<file path="config.mk">
export PLATFORM = sky130hd
export DESIGN_NAME = alu_issue_ctrl
export DESIGN_NICKNAME = d
export VERILOG_FILES = /design/src/rtl/alu_issue_pkg.sv /design/src/rtl/regfile4x12.sv /design/src/rtl/alu_issue_ctrl.sv
export SDC_FILE = /design/constraint.sdc
export NUM_CORES = 1
export LEC_CHECK = 0
export BUFFER_PORTS_ARGS = -buffer_cell sky130_fd_sc_hd__buf_2
export CORE_MARGIN = 3
export CORE_UTILIZATION = 49
export CTS_BUF_LIST = sky130_fd_sc_hd__clkbuf_16
export CTS_CLUSTER_DIAMETER = 150
export DETAILED_ROUTE_END_ITERATION = 8
export PLACE_DENSITY = 0.75
export SYNTH_ARGS = -nofsm -noshare
export SYNTH_HDL_FRONTEND = slang
export SYNTH_SLANG_ARGS = --single-unit
export TNS_END_PERCENT = 30
</file>
<file path="constraint.sdc">
create_clock -name clk -period 1.8 [get_ports clk]
set_clock_uncertainty 0.2 [all_clocks]
set_input_delay 0.54 -clock clk [delete_from_list [all_inputs] [get_ports clk]]
set_output_delay 0.54 -clock clk [all_outputs]
set_load 0.05 [all_outputs]
</file>
<file path="src/rtl/alu_issue_pkg.sv">
// ---------------------------------------------------------------------------
// alu_issue_pkg
//   Shared definitions for the ALU issue/writeback controller:
//     - W / NREG      : data width and register count
//     - RA_W / OPC_W  : register-address and opcode field widths
//     - state_t       : controller FSM states
//     - instr_t       : packed view of one 12-bit instruction word
//     - field bit positions, for anyone decoding raw words by hand
// ---------------------------------------------------------------------------
package alu_issue_pkg;

  localparam int W     = 12;
  localparam int NREG  = 4;
  localparam int RA_W  = 2;
  localparam int OPC_W = 3;

  // Instruction field bit positions.
  localparam int OPC_MSB = 11;
  localparam int OPC_LSB = 9;
  localparam int RD_MSB  = 8;
  localparam int RD_LSB  = 7;
  localparam int RS1_MSB = 6;
  localparam int RS1_LSB = 5;
  localparam int RS2_MSB = 4;
  localparam int RS2_LSB = 3;
  localparam int PAD_MSB = 2;
  localparam int PAD_LSB = 0;

  typedef enum logic [1:0] {
    IDLE = 2'd0,
    READ = 2'd1,
    EXEC = 2'd2,
    WB   = 2'd3
  } state_t;

  // The first member is the most significant, so this layout matches the
  // bit positions above.
  typedef struct packed {
    logic [OPC_W-1:0] opcode;
    logic [RA_W-1:0]  rd;
    logic [RA_W-1:0]  rs1;
    logic [RA_W-1:0]  rs2;
    logic [2:0]       pad;
  } instr_t;

  // A word whose low three bits are not all zero is malformed.
  function automatic logic instr_is_legal(input instr_t ins);
    return (ins.pad == 3'b000);
  endfunction

endpackage

</file>
<file path="src/rtl/regfile4x12.sv">
// ---------------------------------------------------------------------------
// regfile4x12
//   Small register file for the issue controller: two combinational read
//   ports and one synchronous write port. Synchronous reset clears every
//   entry, so it is built from flops rather than block RAM.
//
//   Ports:
//     clk        in   clock
//     rst        in   synchronous active-high reset, clears all entries
//     i_we       in   write enable
//     i_waddr    in   write address
//     i_wdata    in   write data
//     i_raddr_a  in   read port A address
//     o_rdata_a  out  read port A data (combinational)
//     i_raddr_b  in   read port B address
//     o_rdata_b  out  read port B data (combinational)
// ---------------------------------------------------------------------------
module regfile4x12
  import alu_issue_pkg::*;
#(
  parameter int DW = alu_issue_pkg::W,
  parameter int NR = alu_issue_pkg::NREG
) (
  input  logic            clk,
  input  logic            rst,
  input  logic            i_we,
  input  logic [RA_W-1:0] i_waddr,
  input  logic [DW-1:0]   i_wdata,
  input  logic [RA_W-1:0] i_raddr_a,
  output logic [DW-1:0]   o_rdata_a,
  input  logic [RA_W-1:0] i_raddr_b,
  output logic [DW-1:0]   o_rdata_b
);

  logic [DW-1:0] r_mem [NR];

  // One write-decode per entry; each entry owns its own flop group.
  genvar gi;
  generate
    for (gi = 0; gi < NR; gi++) begin : g_entry
      always_ff @(posedge clk) begin
        if (rst) begin
          r_mem[gi] <= '0;
        end else if (i_we && (i_waddr == RA_W'(gi))) begin
          r_mem[gi] <= i_wdata;
        end
      end
    end
  endgenerate

  assign o_rdata_a = r_mem[i_raddr_a];
  assign o_rdata_b = r_mem[i_raddr_b];

endmodule

</file>
<file path="src/rtl/alu_issue_ctrl.sv">
// ---------------------------------------------------------------------------
// alu_issue_ctrl
//   Issue/writeback controller in front of a combinational 12-bit ALU.
//   Accepts one instruction at a time (valid/ready), reads two operands
//   from a 4x12 register file, drives the ALU, captures the result and
//   writes it back. The sequence is strictly IDLE -> READ -> EXEC -> WB,
//   which gives one instruction per four cycles.
//
//   Ports:
//     clk, rst      clock, synchronous active-high reset
//     instr_valid   in   instruction offered on instr
//     instr_ready   out  controller is in IDLE and not in reset
//     instr         in   {opcode[11:9], rd[8:7], rs1[6:5], rs2[4:3], 000}
//     ld_en         in   direct register load, honoured only in IDLE
//     ld_addr       in   register to load
//     ld_data       in   load value
//     alu_opcode    out  ALU opcode (registered)
//     alu_op1       out  ALU operand 1 = RF[rs1] (registered)
//     alu_op2       out  ALU operand 2 = RF[rs2] (registered)
//     alu_out       in   ALU result, combinational from the three above
//     res_valid     out  one-cycle pulse while the result is written back
//     res_rd        out  destination register of the result
//     res_data      out  result value
//     err           out  one-cycle pulse for a malformed instruction
//     busy          out  controller is not in IDLE
// ---------------------------------------------------------------------------
module alu_issue_ctrl
  import alu_issue_pkg::*;
#(
  parameter int NREG = alu_issue_pkg::NREG,
  parameter int W    = alu_issue_pkg::W
) (
  input  logic             clk,
  input  logic             rst,
  input  logic             instr_valid,
  output logic             instr_ready,
  input  logic [W-1:0]     instr,
  input  logic             ld_en,
  input  logic [RA_W-1:0]  ld_addr,
  input  logic [W-1:0]     ld_data,
  output logic [OPC_W-1:0] alu_opcode,
  output logic [W-1:0]     alu_op1,
  output logic [W-1:0]     alu_op2,
  input  logic [W-1:0]     alu_out,
  output logic             res_valid,
  output logic [RA_W-1:0]  res_rd,
  output logic [W-1:0]     res_data,
  output logic             err,
  output logic             busy
);

  // -------------------------------------------------------------------------
  // State and datapath registers
  // -------------------------------------------------------------------------
  state_t           r_state;
  state_t           w_state_next;

  instr_t           r_instr;
  logic [OPC_W-1:0] r_opcode;
  logic [W-1:0]     r_op1;
  logic [W-1:0]     r_op2;
  logic [W-1:0]     r_result;
  logic             r_err;

  logic             w_handshake;
  logic             w_legal;

  // Register file write port, shared by direct loads and writeback.
  logic             w_rf_we;
  logic [RA_W-1:0]  w_rf_waddr;
  logic [W-1:0]     w_rf_wdata;
  logic [W-1:0]     w_rf_rdata_a;
  logic [W-1:0]     w_rf_rdata_b;

  assign w_handshake = instr_valid && instr_ready;
  assign w_legal     = instr_is_legal(r_instr);

  // -------------------------------------------------------------------------
  // Register file. Read addresses come straight from the latched instruction,
  // so during READ the ports already show RF[rs1] / RF[rs2], including any
  // load that landed on the handshake edge.
  // -------------------------------------------------------------------------
  regfile4x12 #(
    .DW (W),
    .NR (NREG)
  ) u_rf (
    .clk       (clk),
    .rst       (rst),
    .i_we      (w_rf_we),
    .i_waddr   (w_rf_waddr),
    .i_wdata   (w_rf_wdata),
    .i_raddr_a (r_instr.rs1),
    .o_rdata_a (w_rf_rdata_a),
    .i_raddr_b (r_instr.rs2),
    .o_rdata_b (w_rf_rdata_b)
  );

  // -------------------------------------------------------------------------
  // FSM: state register
  // -------------------------------------------------------------------------
  always_ff @(posedge clk) begin
    if (rst) begin
      r_state <= IDLE;
    end else begin
      r_state <= w_state_next;
    end
  end

  // -------------------------------------------------------------------------
  // FSM: next-state logic
  // -------------------------------------------------------------------------
  always_comb begin
    w_state_next = r_state;
    case (r_state)
      IDLE:    if (w_handshake) w_state_next = READ;
      READ:    w_state_next = w_legal ? EXEC : IDLE;
      EXEC:    w_state_next = WB;
      WB:      w_state_next = IDLE;
      default: w_state_next = IDLE;
    endcase
  end

  // -------------------------------------------------------------------------
  // FSM: outputs and write-port steering
  // -------------------------------------------------------------------------
  always_comb begin
    instr_ready = 1'b0;
    busy        = 1'b1;
    res_valid   = 1'b0;
    w_rf_we     = 1'b0;
    w_rf_waddr  = ld_addr;
    w_rf_wdata  = ld_data;
    case (r_state)
      IDLE: begin
        // Held low during reset so nothing is accepted on the reset edge.
        instr_ready = !rst;
        busy        = 1'b0;
        w_rf_we     = ld_en;
      end
      WB: begin
        res_valid  = 1'b1;
        w_rf_we    = 1'b1;
        w_rf_waddr = r_instr.rd;
        w_rf_wdata = r_result;
      end
      default: ;
    endcase
  end

  // -------------------------------------------------------------------------
  // Datapath registers. The ALU-facing registers only move in READ, so the
  // ALU inputs stay stable through EXEC and hold their values while idle.
  // -------------------------------------------------------------------------
  always_ff @(posedge clk) begin
    if (rst) begin
      r_instr  <= '0;
      r_opcode <= '0;
      r_op1    <= '0;
      r_op2    <= '0;
      r_result <= '0;
      r_err    <= 1'b0;
    end else begin
      r_err <= 1'b0;

      if (w_handshake) begin
        r_instr <= instr_t'(instr);
      end

      if (r_state == READ) begin
        if (!w_legal) begin
          // Malformed word: flag it and leave the ALU drive untouched.
          r_err <= 1'b1;
        end else begin
          r_opcode <= r_instr.opcode;
          r_op1    <= w_rf_rdata_a;
          r_op2    <= w_rf_rdata_b;
        end
      end

      if (r_state == EXEC) begin
        r_result <= alu_out;
      end
    end
  end

  assign alu_opcode = r_opcode;
  assign alu_op1    = r_op1;
  assign alu_op2    = r_op2;
  assign res_rd     = r_instr.rd;
  assign res_data   = r_result;
  assign err        = r_err;

endmodule

</file>
==> flow_summary.html, run 1 <==
<table>
<tr><th>Metric</th><th>Value</th></tr>
<tr><th colspan="2">Critical path</th></tr>
<tr><td>Count of cells along the worst register-to-register path</td><td>6</td></tr>
<tr><td>Crit-path max FO</td><td>12</td></tr>
<tr><td>Register-to-register setup slack</td><td>-0.25 ns</td></tr>
<tr><td>Worst reg2reg path startpoint</td><td>r_state[0]$_SDFFE_PP0P_</td></tr>
<tr><td>Total number of cells along the worst setup path</td><td>6</td></tr>
<tr><td>End of the critical path</td><td>u_rf.r_mem[1][11]$_SDFFCE_PN0P_</td></tr>
<tr><td>Family with the most delay on the worst path</td><td>simple AND/OR/NAND/NOR gates</td></tr>
<tr><td>Count of buffer and inverter cells on the critical path</td><td>2</td></tr>
<tr><td>Critical path startpoint</td><td>r_state[0]$_SDFFE_PP0P_</td></tr>
<tr><td>Kind of start point of the critical path</td><td>flip-flop</td></tr>
<tr><td>Arrival time at the worst endpoint</td><td>between 2 and 2.5 ns</td></tr>
<tr><td>Maximum single-stage delay on the critical path</td><td>between 0.3 and 0.4 ns</td></tr>
<tr><td>Class of the most critical setup path</td><td>flip-flop to flip-flop</td></tr>
<tr><td>Ordered list of cells on the worst path</td><td>buf_4 &gt; ha_4 &gt; or3b_4 &gt; a2111o_1 &gt; buf_6 &gt; nor2_2</td></tr>
<tr><td>Critical-path top delay cell</td><td>sky130_fd_sc_hd__or3b_4</td></tr>
<tr><td>Worst reg2reg path endpoint</td><td>u_rf.r_mem[1][11]$_SDFFCE_PN0P_</td></tr>
<tr><td>Element type at the critical path end</td><td>flip-flop</td></tr>
<tr><td>Req. time, crit path</td><td>1.80 ns</td></tr>
<tr><th colspan="2">Floorplan</th></tr>
<tr><td>Area of the die</td><td>~10000 sq um</td></tr>
<tr><td>Die extent in y</td><td>101 um</td></tr>
<tr><td>Number of top-level design ports</td><td>just under 90</td></tr>
<tr><td>Initial core utilization</td><td>between 50% and 60%</td></tr>
<tr><td>Die X-Extent</td><td>101 um</td></tr>
<tr><td># rows</td><td>34</td></tr>
<tr><td>Total core area</td><td>approximately 8700 sq um</td></tr>
<tr><th colspan="2">Drt</th></tr>
<tr><td>Final antenna-violating net count</td><td>0</td></tr>
<tr><td>Detailed Routing Iterations Pass 1</td><td>4</td></tr>
<tr><td>Drt drc</td><td>0</td></tr>
<tr><td>Number of violations reported at the end of detailed-routing iteration 0</td><td>roughly 240</td></tr>
<tr><td>Detailed-route wire length</td><td>about 10000 um</td></tr>
<tr><td>Via Count</td><td>between 3000 and 4000</td></tr>
<tr><td>Wire length per cell</td><td>between 15 and 20 um</td></tr>
<tr><td>Vias per inst</td><td>between 5 and 6</td></tr>
<tr><th colspan="2">STA</th></tr>
<tr><td>Final critical delay including setup and external delays</td><td>around 2 ns</td></tr>
<tr><td>Hold violation total from the final report</td><td>0</td></tr>
<tr><td>Unrepaired setup endpoints after global routing</td><td>yes</td></tr>
<tr><td>Max Clock Freq</td><td>488 MHz</td></tr>
<tr><td>Remaining max-slew budget at the tightest pin</td><td>about four fifths</td></tr>
<tr><td>Setup Total Neg Slack</td><td>-8.93 ns</td></tr>
<tr><td>Final count of pins violating max slew</td><td>0</td></tr>
<tr><td>Actual transition at the worst max-transition pin</td><td>0.295 ns</td></tr>
<tr><td>Final period utilization</td><td>114%</td></tr>
<tr><td>Min setup slack post-route</td><td>-0.251 ns</td></tr>
<tr><td>Final Setup Violations</td><td>109</td></tr>
<tr><th colspan="2">Layout</th></tr>
<tr><td>Most common library cell in the layout ignoring fill and taps</td><td>sky130_fd_sc_hd__buf_2</td></tr>
<tr><td>Final cell count without fillers</td><td>roughly 580</td></tr>
<tr><td>Number of nets at the end of the flow</td><td>510</td></tr>
<tr><td>Share of cells above drive strength 1</td><td>about half</td></tr>
<tr><td>Syn-to-layout area delta</td><td>36.4%</td></tr>
<tr><td># diodes</td><td>0</td></tr>
<tr><td>Most used cells in the layout excluding fill and tap cells</td><td>sky130_fd_sc_hd__buf_2 (76), sky130_fd_sc_hd__dfxtp_1 (50), sky130_fd_sc_hd__edfxtp_1 (48)</td></tr>
<tr><td>FILL cells</td><td>slightly below 600</td></tr>
<tr><th colspan="2">Status</th></tr>
<tr><td>Violations in the final reports</td><td>negative setup slack</td></tr>
<tr><td>Result of the run</td><td>finished with violations</td></tr>
<tr><th colspan="2">Power and ir drop</th></tr>
<tr><td>Leakage component of the power</td><td>2.36 nW</td></tr>
<tr><td>Pwr/cell area</td><td>slightly below 1000 nW/um^2</td></tr>
<tr><td>IR Drop Worst-Case VDD</td><td>about 0.0005 V</td></tr>
<tr><th colspan="2">Placement</th></tr>
<tr><td>Count of buffers inserted at the top-level ports</td><td>between 80 and 90</td></tr>
<tr><td>Final Wtd Congestion</td><td>~0.80</td></tr>
<tr><td>Detail Placement HPWL</td><td>roughly 7000 um</td></tr>
<tr><td>Dpl cells</td><td>between 500 and 600</td></tr>
<tr><th colspan="2">Logic synthesis</th></tr>
<tr><td>Adder-cell share of the synthesized area</td><td>roughly 1.4%</td></tr>
<tr><td>Count of unique library cells instantiated by Yosys</td><td>32</td></tr>
<tr><td>Leading area contributor after synthesis</td><td>sky130_fd_sc_hd__edfxtp_1</td></tr>
<tr><td>Dominant combinational cell family by area after synthesis</td><td>multiplexers</td></tr>
<tr><td>Synth top area cells</td><td>sky130_fd_sc_hd__edfxtp_1 (33%), sky130_fd_sc_hd__dfxtp_1 (24%), sky130_fd_sc_hd__mux4_2 (12%), sky130_fd_sc_hd__mux2i_1 (6.1%), sky130_fd_sc_hd__nor2_1 (4.9%)</td></tr>
<tr><td>Yosys reg bits</td><td>around 100</td></tr>
<tr><td>Multiplexer fraction of the synthesized cell area</td><td>a little under a fifth</td></tr>
<tr><td>Total of warnings raised by yosys</td><td>0</td></tr>
<tr><td>Async S/R FF share, synth</td><td>0%</td></tr>
<tr><td>Post-Synthesis Cell Area</td><td>between 4000 and 5000 sq um</td></tr>
<tr><td>Simple-gate area share of the yosys netlist</td><td>a little under an eighth</td></tr>
<tr><td>Fraction of post-synthesis cell area in the top cell type by area</td><td>around a third</td></tr>
<tr><td>Compound-gate portion of the synthesized area</td><td>under 10%</td></tr>
<tr><td>Per-instance average area after synthesis</td><td>roughly 13 sq um</td></tr>
<tr><td>Number of enable-type register cells in the synthesized netlist</td><td>48</td></tr>
<tr><td>Xor and xnor area share after synthesis</td><td>0%</td></tr>
<tr><td>Sequential area share after synthesis</td><td>57.1%</td></tr>
<tr><td>Syn nets</td><td>between 300 and 400</td></tr>
<tr><td>Commonest register cell after synthesis</td><td>sky130_fd_sc_hd__dfxtp_1</td></tr>
<tr><td>Gate Count Post-Synth</td><td>around 350</td></tr>
<tr><th colspan="2">Clocking</th></tr>
<tr><td>Clock buffer depth</td><td>2</td></tr>
<tr><td>Source-to-sink clock delay at the later pin of the worst-skew pair</td><td>roughly 0.34 ns</td></tr>
<tr><td>Clock sink total</td><td>between 100 and 150</td></tr>
<tr><td>H-tree depth</td><td>3</td></tr>
<tr><td>Clk slew on worst S/H paths</td><td>around 0.070 ns</td></tr>
<tr><td>Clock tree from TritonCTS</td><td>built</td></tr>
<tr><td>Root buf cell</td><td>sky130_fd_sc_hd__clkbuf_16</td></tr>
<tr><td>Hold Buf Count CTS</td><td>0</td></tr>
<tr><td>TritonCTS Buffers</td><td>9</td></tr>
<tr><th colspan="2">Global routing</th></tr>
<tr><td>Antenna violations before repair</td><td>0</td></tr>
<tr><td>Pin count of the biggest net entering global routing</td><td>25</td></tr>
<tr><td>Total global routing track utilization</td><td>about a fifth</td></tr>
<tr><td>Remaining global-route overflow</td><td>0</td></tr>
<tr><td>First-pass GRT wire length</td><td>approximately 16000 um</td></tr>
<tr><td>Number of global-route vias before repair</td><td>3191</td></tr>
<tr><th colspan="2">Flow run</th></tr>
<tr><td>Number of violations of the max-capacitance limit</td><td>0</td></tr>
<tr><th colspan="2">Worst hold path</th></tr>
<tr><td>Path class of the lowest-slack min-delay path</td><td>primary input to flip-flop</td></tr>
</table>
-- sequential cells by signal, summed over array words and instances, names as in the netlist, named ones only --
| name | cells |
|---|---|
| u_rf.r_mem | 48 |
| res_rd | 2 |
| alu_opcode | 3 |
| err | 1 |
| r_instr | 10 |
| res_data | 12 |
| r_state | 1 |
| alu_op2 | 12 |
| alu_op1 | 12 |
-- power breakdown --
group          switching [mW]  internal, mW
Clock                   0.877          1.10
Sequential              0.102          2.58
Combinational           0.648         0.485
Total                    1.63          4.17
-- area by class of cell --
| type | instances | area (sq um) | area share, % |
|---|---|---|---|
| clock buffers | 9 | 225 | 3.74 |
| inverters | 5 | 32.5 | 0.540 |
| repair buffers | 128 | 957 | 15.9 |
| multi-input cells | 217 | 2060 | 34.2 |
| well taps | 108 | 135 | 2.24 |
| clock inverters | 7 | 81.3 | 1.35 |
| flip-flops and latches | 102 | 2530 | 42.0 |
-- layer usage --
metal  routed length, um  track usage [%]  share of wire, %  vias up
li1                    -                -                 -     1526
met1                4350             26.7                42     1537
met2                5200             33.9                50      134
met3                 802             3.39               7.7        4
met4                  48             7.06              0.46        0
met5                   0                0                 0        -
-- synth_stat cells (2+ instances only) --
master                      count
sky130_fd_sc_hd__a31o_2         2
sky130_fd_sc_hd__edfxtp_1      48
sky130_fd_sc_hd__a21o_1         2
sky130_fd_sc_hd__mux4_2        24
sky130_fd_sc_hd__inv_1          4
sky130_fd_sc_hd__clkbuf_1      13
sky130_fd_sc_hd__nor2_2        10
sky130_fd_sc_hd__and3b_1        2
sky130_fd_sc_hd__ha_1           5
sky130_fd_sc_hd__o21ai_0       12
sky130_fd_sc_hd__mux2i_1       27
sky130_fd_sc_hd__nor3_1         2
sky130_fd_sc_hd__nor2_1        58
sky130_fd_sc_hd__a21oi_1        2
sky130_fd_sc_hd__a2111o_1       2
sky130_fd_sc_hd__nand2_1       29
sky130_fd_sc_hd__o211ai_1       2
sky130_fd_sc_hd__nor3b_1        2
sky130_fd_sc_hd__nand3b_1       2
sky130_fd_sc_hd__dfxtp_1       54
sky130_fd_sc_hd__nand3_1        2
sky130_fd_sc_hd__buf_4          2
sky130_fd_sc_hd__o2111ai_1      2
sky130_fd_sc_hd__a22o_1        24
sky130_fd_sc_hd__buf_2         10
-- worst min path at each step --
stage                                   from                  endpoint  slack (ns)  depth (start not counted)
finish                             instr[11]  r_instr[11]$_SDFFE_PP0P_        0.19                          3
global route                        instr[6]   r_instr[6]$_SDFFE_PP0P_        0.20                          3
CTS                                instr[11]  r_instr[11]$_SDFFE_PP0P_        0.19                          3
detailed placement  r_instr[10]$_SDFFE_PP0P_  r_instr[10]$_SDFFE_PP0P_        0.26                          2
global placement    r_instr[10]$_SDFFE_PP0P_  r_instr[10]$_SDFFE_PP0P_        0.25                          2
floorplan           r_instr[10]$_SDFFE_PP0P_  r_instr[10]$_SDFFE_PP0P_        0.24                          2
-- logic make-up after synthesis --
| family | count (synthesis) |
|---|---|
| buffers and inverters | 31 |
| muxes | 51 |
| and+or+nand+nor | 111 |
| DFF | 102 |
| adders and majority gates | 5 |
| AOI/OAI and AO/OA | 49 |
-- through the flow --
stage | hold WS, ns | setup slack [ns] | utilization (%) | total power [mW] | cell area, sq um
2_1_floorplan | 0.236 | -0.135 | - | 3.41 | 4540
3_3_place_gp | 0.253 | -0.245 | 60.8 | 3.71 | 5300
3_5_place_dp | 0.259 | -0.321 | 60.8 | 3.74 | 5300
4_1_cts | 0.188 | -0.282 | 66.7 | 5.76 | 5820
5_1_grt | 0.203 | -0.296 | 69.1 | 6.01 | 6020
6_report | 0.190 | -0.251 | 69.1 | 5.79 | 6020
-- worst min-delay path, stage by stage --
cell	delay (ns)
sky130_fd_sc_hd__buf_2	0.07
sky130_fd_sc_hd__nand2_1	0.03
sky130_fd_sc_hd__o21ai_0	0.05
-- repair_timing --
| item | in CTS | in global routing |
|---|---|---|
| gates resized for setup | 33 | 53 |
| pin swaps | 13 | 12 |
| endpoints found under the setup margin | 83 | 131 |
| buffers inserted | 7 | 3 |
| gates cloned | 1 | 2 |
(Power assumes the default switching activity.)
==> run 2: changes to the inputs <==
==> constraint.sdc (replaced) <==
create_clock -name clk -period 1.8 [get_ports clk]
set_clock_uncertainty 0.2 [all_clocks]
set_input_delay 0.36 -clock clk [delete_from_list [all_inputs] [get_ports clk]]
set_output_delay 0.36 -clock clk [all_outputs]
set_load 0.05 [all_outputs]
==> run 2 against run 1 <==
Critical endpoint is now u_rf.r_mem[1][0]$_SDFFCE_PN0P_. Cell area shrank 5.8%. Flip-flop and latch count unchanged. Highest routed layer unchanged. Global-route usage is 1.2 points lower. First-iteration DRC count shrank 48%. The flow still finishes with violations (negative setup slack). Clock-buffer cell count unchanged. Sequential power is essentially flat. Register-to-register slack gained 0.15 ns. Largest power group unchanged.
==> flow_summary.html, run 2 (synthesis results as in run 1) <==
<table>
<tr><th>Metric</th><th>Value</th></tr>
<tr><th colspan="2">Power and ir drop</th></tr>
<tr><td>Pwr/cell area</td><td>a little under 1000 nW/um^2</td></tr>
<tr><td>Leakage component of the power</td><td>approximately 2.3 nW</td></tr>
<tr><td>Switch Pwr</td><td>between 1.5 and 2 mW</td></tr>
<tr><td>Total power of the final layout</td><td>between 5 and 6 mW</td></tr>
<tr><td>Int Power</td><td>between 3 and 4 mW</td></tr>
<tr><td>Switching part of the total power</td><td>between 20 and 30%</td></tr>
<tr><td>Comb power frac</td><td>18.6%</td></tr>
<tr><td>Part of the total power dissipated in the clock network</td><td>between 30% and 40%</td></tr>
<tr><td>IR Drop Worst-Case VDD</td><td>0.000506 V</td></tr>
<tr><td>Relative contribution of sequential cells to total power</td><td>between 40% and 50%</td></tr>
<tr><th colspan="2">Clocking</th></tr>
<tr><td>TritonCTS Buffers</td><td>9</td></tr>
<tr><td>Root buf cell</td><td>sky130_fd_sc_hd__clkbuf_16</td></tr>
<tr><td>Clk slew on worst S/H paths</td><td>approximately 0.070 ns</td></tr>
<tr><td>H-tree depth</td><td>3</td></tr>
<tr><td>Source-to-sink clock delay at the later pin of the worst-skew pair</td><td>approximately 0.34 ns</td></tr>
<tr><td>Number of buffers inserted to repair setup after CTS</td><td>0</td></tr>
<tr><td>Clock buffer depth</td><td>2</td></tr>
<tr><td>Clock tree from TritonCTS</td><td>built</td></tr>
<tr><td>Clock sink total</td><td>102</td></tr>
<tr><th colspan="2">STA</th></tr>
<tr><td>Final period utilization</td><td>106%</td></tr>
<tr><td>Actual transition at the worst max-transition pin</td><td>between 0.3 and 0.4 ns</td></tr>
<tr><td>Worst hold slack after final layout</td><td>0.00681 ns</td></tr>
<tr><td>Min setup slack post-route</td><td>-0.100 ns</td></tr>
<tr><td>Final count of pins violating max slew</td><td>0</td></tr>
<tr><td>Final Setup Violations</td><td>26</td></tr>
<tr><td>Final critical delay including setup and external delays</td><td>around 1.9 ns</td></tr>
<tr><td>Hold violation total from the final report</td><td>0</td></tr>
<tr><td>Remaining max-slew budget at the tightest pin</td><td>75.1%</td></tr>
<tr><td>Unrepaired setup endpoints after global routing</td><td>yes</td></tr>
<tr><td>Max Clock Freq</td><td>between 500 and 600 MHz</td></tr>
<tr><th colspan="2">Layout</th></tr>
<tr><td>Finished layout cell area</td><td>~5700 sq um</td></tr>
<tr><td>Most used cells in the layout excluding fill and tap cells</td><td>sky130_fd_sc_hd__buf_2 (83), sky130_fd_sc_hd__nor2_1 (56), sky130_fd_sc_hd__dfxtp_1 (52)</td></tr>
<tr><td>Post-layout util</td><td>65.1%</td></tr>
<tr><td>Register containing the most flip-flops in the final layout</td><td>u_rf.r_mem</td></tr>
<tr><td>FILL cells</td><td>646</td></tr>
<tr><td>Share of cells above drive strength 1</td><td>a little over two fifths</td></tr>
<tr><td>Flip-flop count of the largest register, all copies and words added</td><td>48</td></tr>
<tr><td>Syn-to-layout area delta</td><td>28.5%</td></tr>
<tr><td>Most common library cell in the layout ignoring fill and taps</td><td>sky130_fd_sc_hd__buf_2</td></tr>
<tr><td>Number of nets at the end of the flow</td><td>approximately 500</td></tr>
<tr><td># diodes</td><td>0</td></tr>
<tr><th colspan="2">Critical path</th></tr>
<tr><td>Kind of start point of the critical path</td><td>flip-flop</td></tr>
<tr><td>Critical-path top delay cell</td><td>sky130_fd_sc_hd__a2111o_1</td></tr>
<tr><td>Element type at the critical path end</td><td>flip-flop</td></tr>
<tr><td>Ordered list of cells on the worst path</td><td>ha_4 &gt; or3b_1 &gt; a2111o_1 &gt; buf_6 &gt; nor2_1</td></tr>
<tr><td>Arrival time at the worst endpoint</td><td>~1.9 ns</td></tr>
<tr><td>Crit-path max FO</td><td>12</td></tr>
<tr><td>Req. time, crit path</td><td>1.80 ns</td></tr>
<tr><td>Class of the most critical setup path</td><td>flip-flop to flip-flop</td></tr>
<tr><td>Maximum single-stage delay on the critical path</td><td>between 0.3 and 0.4 ns</td></tr>
<tr><th colspan="2">Placement</th></tr>
<tr><td>Dpl cell area</td><td>between 5000 and 6000 sq um</td></tr>
<tr><td>Final Wtd Congestion</td><td>0.709</td></tr>
<tr><td>Count of buffers inserted at the top-level ports</td><td>86</td></tr>
<tr><td>Detail Placement HPWL</td><td>~6800 um</td></tr>
<tr><th colspan="2">Floorplan</th></tr>
<tr><td>Number of top-level design ports</td><td>87</td></tr>
<tr><td>Area of the die</td><td>10200 sq um</td></tr>
<tr><td>Die extent in y</td><td>between 100 and 150 um</td></tr>
<tr><td>Initial core utilization</td><td>about half</td></tr>
<tr><td>Total core area</td><td>~8700 sq um</td></tr>
<tr><td>Die X-Extent</td><td>between 100 and 150 um</td></tr>
<tr><td># rows</td><td>34</td></tr>
<tr><th colspan="2">Drt</th></tr>
<tr><td>Wire length per cell</td><td>16.5 um</td></tr>
<tr><td>Length of routed met2 wiring</td><td>4150 um</td></tr>
<tr><td>Routed length on met1</td><td>around 4400 um</td></tr>
<tr><td>Via Count</td><td>roughly 3000</td></tr>
<tr><td>Detailed Routing Iterations Pass 1</td><td>4</td></tr>
<tr><td>Met3 Routed Length</td><td>~600 um</td></tr>
<tr><td>Final antenna-violating net count</td><td>0</td></tr>
<tr><td>Vias per inst</td><td>between 5 and 6</td></tr>
<tr><td>Number of violations reported at the end of detailed-routing iteration 0</td><td>~130</td></tr>
<tr><td>Highest routed layer</td><td>met4</td></tr>
<tr><td>Detailed-route wire length</td><td>~9300 um</td></tr>
<tr><td>Drt drc</td><td>0</td></tr>
<tr><th colspan="2">Flow run</th></tr>
<tr><td>Number of violations of the max-capacitance limit</td><td>0</td></tr>
<tr><th colspan="2">Global routing</th></tr>
<tr><td>Remaining global-route overflow</td><td>0</td></tr>
<tr><td>Total global routing track utilization</td><td>19.0%</td></tr>
<tr><td>Pin count of the biggest net entering global routing</td><td>25</td></tr>
<tr><td>Antenna violations before repair</td><td>0</td></tr>
<tr><td>Number of global-route vias before repair</td><td>3001</td></tr>
<tr><td>First-pass GRT wire length</td><td>about 15000 um</td></tr>
<tr><th colspan="2">Status</th></tr>
<tr><td>Result of the run</td><td>finished with violations</td></tr>
<tr><td>Violations in the final reports</td><td>negative setup slack</td></tr>
<tr><th colspan="2">Worst hold path</th></tr>
<tr><td>Path class of the lowest-slack min-delay path</td><td>primary input to flip-flop</td></tr>
</table>
[run 2: cell types whose count changed in the layout (fill, tap and decap cells not counted), moves of 3 or more]
cell	previous run	this run
sky130_fd_sc_hd__nor2_4	5	1
sky130_fd_sc_hd__mux2i_4	9	2
sky130_fd_sc_hd__mux2i_2	1	7
sky130_fd_sc_hd__buf_4	25	19
sky130_fd_sc_hd__buf_2	76	83
sky130_fd_sc_hd__clkbuf_4	6	0
sky130_fd_sc_hd__nor2_1	43	56
sky130_fd_sc_hd__nor2_2	20	11
sky130_fd_sc_hd__buf_8	3	0
[run 2: timing repair]
action / CTS / global route
resized for setup: 19 / 8
pin swaps: 2 / 3
endpoints found under the setup margin: 121 / 101
hold buffers: 0 / 0
gates cloned: 1 / 0
[run 2: per-stage QoR]
step / worst slack, ns / TNS [ns] / instances
floorplan: -0.101 / -3.39 / 349
global placement: -0.0652 / -0.674 / 547
detailed placement: -0.0851 / -3.01 / 547
CTS: -0.0888 / -1.31 / 564
global route: -0.132 / -4.40 / 564
finish: -0.100 / -1.24 / 564
[run 2: layer usage]
layer  vias to the layer above  track usage (%)
li1                       1490                -
met1                      1440             26.5
met2                       107             29.5
met3                        16             3.74
met4                         0             7.46
met5                         -                0
[run 2: worst max-delay path: cells and delay by family (launching register included)]
kind,cells,cell delay (ns)
compound gates,1,0.39
simple gates,2,0.48
fa+ha+maj,1,0.17
buf+inv,1,0.17
flops,1,0.35
[run 2: area by class of cell]
type | instances | area (sq um) | share of cell area, %
Tap cell | 108 | 135 | 2.38
Sequential cell | 102 | 2520 | 44.5
Multi-Input combinational cell | 217 | 1920 | 33.8
Clock buffer | 9 | 225 | 3.97
Timing Repair Buffer | 116 | 795 | 14.0
Inverter | 5 | 22.5 | 0.397
Clock inverter | 7 | 56.3 | 0.992
[run 2: final timing paths]
path	from	end	slack (ns)	cells after the start
worst max-delay path	flip-flop	u_rf.r_mem[1][0]$_SDFFCE_PN0P_	-0.10	5
worst min-delay path	instr[11]	r_instr[11]$_SDFFE_PP0P_	0.007	3
worst max register to register	flip-flop	u_rf.r_mem[1][0]$_SDFFCE_PN0P_	-0.10	5
worst min register to register	r_instr[11]$_SDFFE_PP0P_	r_instr[11]$_SDFFE_PP0P_	0.27	2
[run 2: power by group through the flow]
stage / logic [mW] / clock network, mW / registers (mW)
floorplan: 0.499 / 0 / 2.89
global placement: 0.956 / 0 / 2.72
detailed placement: 0.977 / 0 / 2.73
CTS: 1.02 / 1.85 / 2.68
global route: 1.10 / 1.95 / 2.70
finish: 1.03 / 1.83 / 2.69
==> run 3: changes to the inputs <==
CAP_MARGIN = 5   (was not set)
CORE_UTILIZATION = 53   (was 49)
PLACE_DENSITY = 0.77   (was 0.75)
clock period = 2.4 ns   (was 1.8 ns; I/O delays follow)
==> run 3 against run 2 <==
The flow now finishes without violations. Clock power shrank 23%. Critical endpoint is now res_valid. Via count down 2.1%. Cell area fell by 7.9%. Final cell count decreased by 4.6%. Total power down 26%. Largest cell class unchanged. Largest power group unchanged. Flip-flop and latch count unchanged. Critical path depth fell by 2. Sequential power down 25%. Worst setup slack improved by 0.22 ns. Die area is 7.1% lower. Clock-buffer cell count unchanged.
==> flow_summary.html, run 3 (synthesis results as in run 1) <==
<table>
<tr><th>Metric</th><th>Value</th></tr>
<tr><th colspan="2">Status</th></tr>
<tr><td>Result of the run</td><td>finished, final reports clean</td></tr>
<tr><th colspan="2">STA</th></tr>
<tr><td>Final count of pins violating max slew</td><td>0</td></tr>
<tr><td>Setup Total Neg Slack</td><td>0 ns</td></tr>
<tr><td>Max Clock Freq</td><td>~440 MHz</td></tr>
<tr><td>Hold violation total from the final report</td><td>0</td></tr>
<tr><td>Worst hold slack after final layout</td><td>between 0.1 and 0.15 ns</td></tr>
<tr><td>Remaining max-slew budget at the tightest pin</td><td>between 40 and 50%</td></tr>
<tr><td>Unrepaired setup endpoints after global routing</td><td>no</td></tr>
<tr><td>Final period utilization</td><td>a little over nine tenths</td></tr>
<tr><td>Final Setup Violations</td><td>0</td></tr>
<tr><td>Final critical delay including setup and external delays</td><td>2.28 ns</td></tr>
<tr><td>Actual transition at the worst max-transition pin</td><td>0.827 ns</td></tr>
<tr><th colspan="2">Clocking</th></tr>
<tr><td>Hold Buf Count CTS</td><td>0</td></tr>
<tr><td>Clk slew on worst S/H paths</td><td>around 0.07 ns</td></tr>
<tr><td>Number of buffers inserted to repair setup after CTS</td><td>0</td></tr>
<tr><td>Clock buffer depth</td><td>2</td></tr>
<tr><td>Clock sink total</td><td>between 100 and 150</td></tr>
<tr><td>Root buf cell</td><td>sky130_fd_sc_hd__clkbuf_16</td></tr>
<tr><td>TritonCTS Buffers</td><td>9</td></tr>
<tr><td>Clock tree from TritonCTS</td><td>built</td></tr>
<tr><td>H-tree depth</td><td>3</td></tr>
<tr><td>Source-to-sink clock delay at the later pin of the worst-skew pair</td><td>around 0.34 ns</td></tr>
<tr><th colspan="2">Drt</th></tr>
<tr><td>Drt drc</td><td>0</td></tr>
<tr><td>Met3 Routed Length</td><td>759 um</td></tr>
<tr><td>Length of routed met2 wiring</td><td>4230 um</td></tr>
<tr><td>Highest routed layer</td><td>met4</td></tr>
<tr><td>Detailed-route wire length</td><td>9040 um</td></tr>
<tr><td>Routed length on met1</td><td>3960 um</td></tr>
<tr><td>Number of violations reported at the end of detailed-routing iteration 0</td><td>134</td></tr>
<tr><td>Via Count</td><td>between 2000 and 3000</td></tr>
<tr><td>Vias per inst</td><td>approximately 5.6</td></tr>
<tr><td>Final antenna-violating net count</td><td>0</td></tr>
<tr><td>Wire length per cell</td><td>16.8 um</td></tr>
<tr><td>Detailed Routing Iterations Pass 1</td><td>5</td></tr>
<tr><th colspan="2">Power and ir drop</th></tr>
<tr><td>IR Drop Worst-Case VDD</td><td>0.000374 V</td></tr>
<tr><td>Leakage component of the power</td><td>around 2.1 nW</td></tr>
<tr><td>Pwr/cell area</td><td>roughly 780 nW/um^2</td></tr>
<tr><th colspan="2">Layout</th></tr>
<tr><td>Number of nets at the end of the flow</td><td>around 480</td></tr>
<tr><td>Most common library cell in the layout ignoring fill and taps</td><td>sky130_fd_sc_hd__buf_2</td></tr>
<tr><td>Flip-flop count of the largest register, all copies and words added</td><td>48</td></tr>
<tr><td>Syn-to-layout area delta</td><td>18.4%</td></tr>
<tr><td># diodes</td><td>0</td></tr>
<tr><td>Finished layout cell area</td><td>5230 sq um</td></tr>
<tr><td>FILL cells</td><td>between 500 and 600</td></tr>
<tr><td>Share of cells above drive strength 1</td><td>34.2%</td></tr>
<tr><td>Register containing the most flip-flops in the final layout</td><td>u_rf.r_mem</td></tr>
<tr><td>Most used cells in the layout excluding fill and tap cells</td><td>sky130_fd_sc_hd__buf_2 (85), sky130_fd_sc_hd__nor2_1 (58), sky130_fd_sc_hd__dfxtp_1 (54)</td></tr>
<tr><th colspan="2">Placement</th></tr>
<tr><td>Count of buffers inserted at the top-level ports</td><td>86</td></tr>
<tr><td>Detail Placement HPWL</td><td>roughly 6500 um</td></tr>
<tr><td>Dpl cell area</td><td>4930 sq um</td></tr>
<tr><td>Final Wtd Congestion</td><td>~0.77</td></tr>
<tr><th colspan="2">Floorplan</th></tr>
<tr><td>Number of top-level design ports</td><td>87</td></tr>
<tr><td>Die X-Extent</td><td>roughly 97 um</td></tr>
<tr><td>Initial core utilization</td><td>approximately 56%</td></tr>
<tr><td>Area of the die</td><td>approximately 9500 sq um</td></tr>
<tr><td>Die extent in y</td><td>about 97 um</td></tr>
<tr><td>Total core area</td><td>just under 8000 sq um</td></tr>
<tr><td># rows</td><td>32</td></tr>
<tr><th colspan="2">Global routing</th></tr>
<tr><td>Pin count of the biggest net entering global routing</td><td>25</td></tr>
<tr><td>Number of global-route vias before repair</td><td>2900</td></tr>
<tr><td>First-pass GRT wire length</td><td>approximately 15000 um</td></tr>
<tr><td>Antenna violations before repair</td><td>0</td></tr>
<tr><td>Total global routing track utilization</td><td>just under 20%</td></tr>
<tr><td>Remaining global-route overflow</td><td>0</td></tr>
<tr><th colspan="2">Critical path</th></tr>
<tr><td>Class of the most critical setup path</td><td>flip-flop to output pin</td></tr>
<tr><td>Crit-path max FO</td><td>14</td></tr>
<tr><td>Element type at the critical path end</td><td>output pin</td></tr>
<tr><td>Req. time, crit path</td><td>around 1.7 ns</td></tr>
<tr><td>Register-to-register setup slack</td><td>0.16 ns</td></tr>
<tr><td>Kind of start point of the critical path</td><td>flip-flop</td></tr>
<tr><td>Count of cells along the worst register-to-register path</td><td>4</td></tr>
<tr><td>Arrival time at the worst endpoint</td><td>about 1.6 ns</td></tr>
<tr><th colspan="2">Worst hold path</th></tr>
<tr><td>Path class of the lowest-slack min-delay path</td><td>primary input to flip-flop</td></tr>
<tr><td>Number of cells traversed by the worst hold path</td><td>3</td></tr>
<tr><th colspan="2">Flow run</th></tr>
<tr><td>Number of violations of the max-capacitance limit</td><td>0</td></tr>
</table>
-- run 3: changes by cell type in the layout (fill, tap and decap cells not counted), moves of 3 or more --
cell / change
sky130_fd_sc_hd__inv_2: -3
sky130_fd_sc_hd__mux2i_2: -7
sky130_fd_sc_hd__clkinv_4: -3
sky130_fd_sc_hd__buf_12: -9
sky130_fd_sc_hd__buf_6: -5
sky130_fd_sc_hd__inv_1: +5
sky130_fd_sc_hd__buf_4: -7
sky130_fd_sc_hd__mux2i_1: +9
-- run 3: final timing paths --
check | startpoint | endpoint
max | r_state[0]$_SDFFE_PP0P_ | res_valid
min | instr[1] | r_instr[1]$_SDFFE_PP0P_
max reg2reg | r_state[0]$_SDFFE_PP0P_ | u_rf.r_mem[1][11]$_SDFFCE_PN0P_
min reg2reg | r_instr[10]$_SDFFE_PP0P_ | r_instr[10]$_SDFFE_PP0P_
-- run 3: repair_timing --
| action | CTS | global route |
|---|---|---|
| endpoints found under the setup margin | 1 | 11 |
| cloned | 0 | 0 |
| resized for setup | 1 | 1 |
-- run 3: where the power goes --
part	switching [mW]	leakage, nW	internal (mW)
sequential	0.0844	0.938	1.94
combinational	0.406	1.03	0.241
clock	0.613	0.140	0.800
total	1.10	2.11	2.98
-- run 3: worst max-delay path: stages (launching register included) --
cell and delay [ns]:
sky130_fd_sc_hd__dfxtp_1 0.43, sky130_fd_sc_hd__ha_2 0.30, sky130_fd_sc_hd__buf_4 0.28, sky130_fd_sc_hd__buf_4 0.25
-- run 3: final cells by class --
class	count	area, sq um	area share [%]
Multi-Input combinational cell	216	1750	33.5
Timing Repair Buffer	97	515	9.86
Clock inverter	7	66.3	1.27
Sequential cell	102	2520	48.2
Tap cell	102	128	2.44
Clock buffer	9	225	4.31
Inverter	5	18.8	0.359
-- run 3: layer usage --
metal,GRT usage (%),up-vias
met5,0,-
met2,31.8,113
met4,6.07,0
li1,-,1442
met1,26.7,1421
met3,3.73,12
-- run 3: per-stage QoR --
stage | setup slack, ns | power, mW | cells | util [%]
floorplan | 0.0413 | 2.53 | 349 | -
global placement | 0.199 | 2.68 | 522 | 62.5
detailed placement | 0.146 | 2.70 | 522 | 62.5
CTS | 0.0391 | 4.10 | 538 | 66.3
global route | 0.0230 | 4.22 | 538 | 66.3
finish | 0.117 | 4.08 | 538 | 66.3
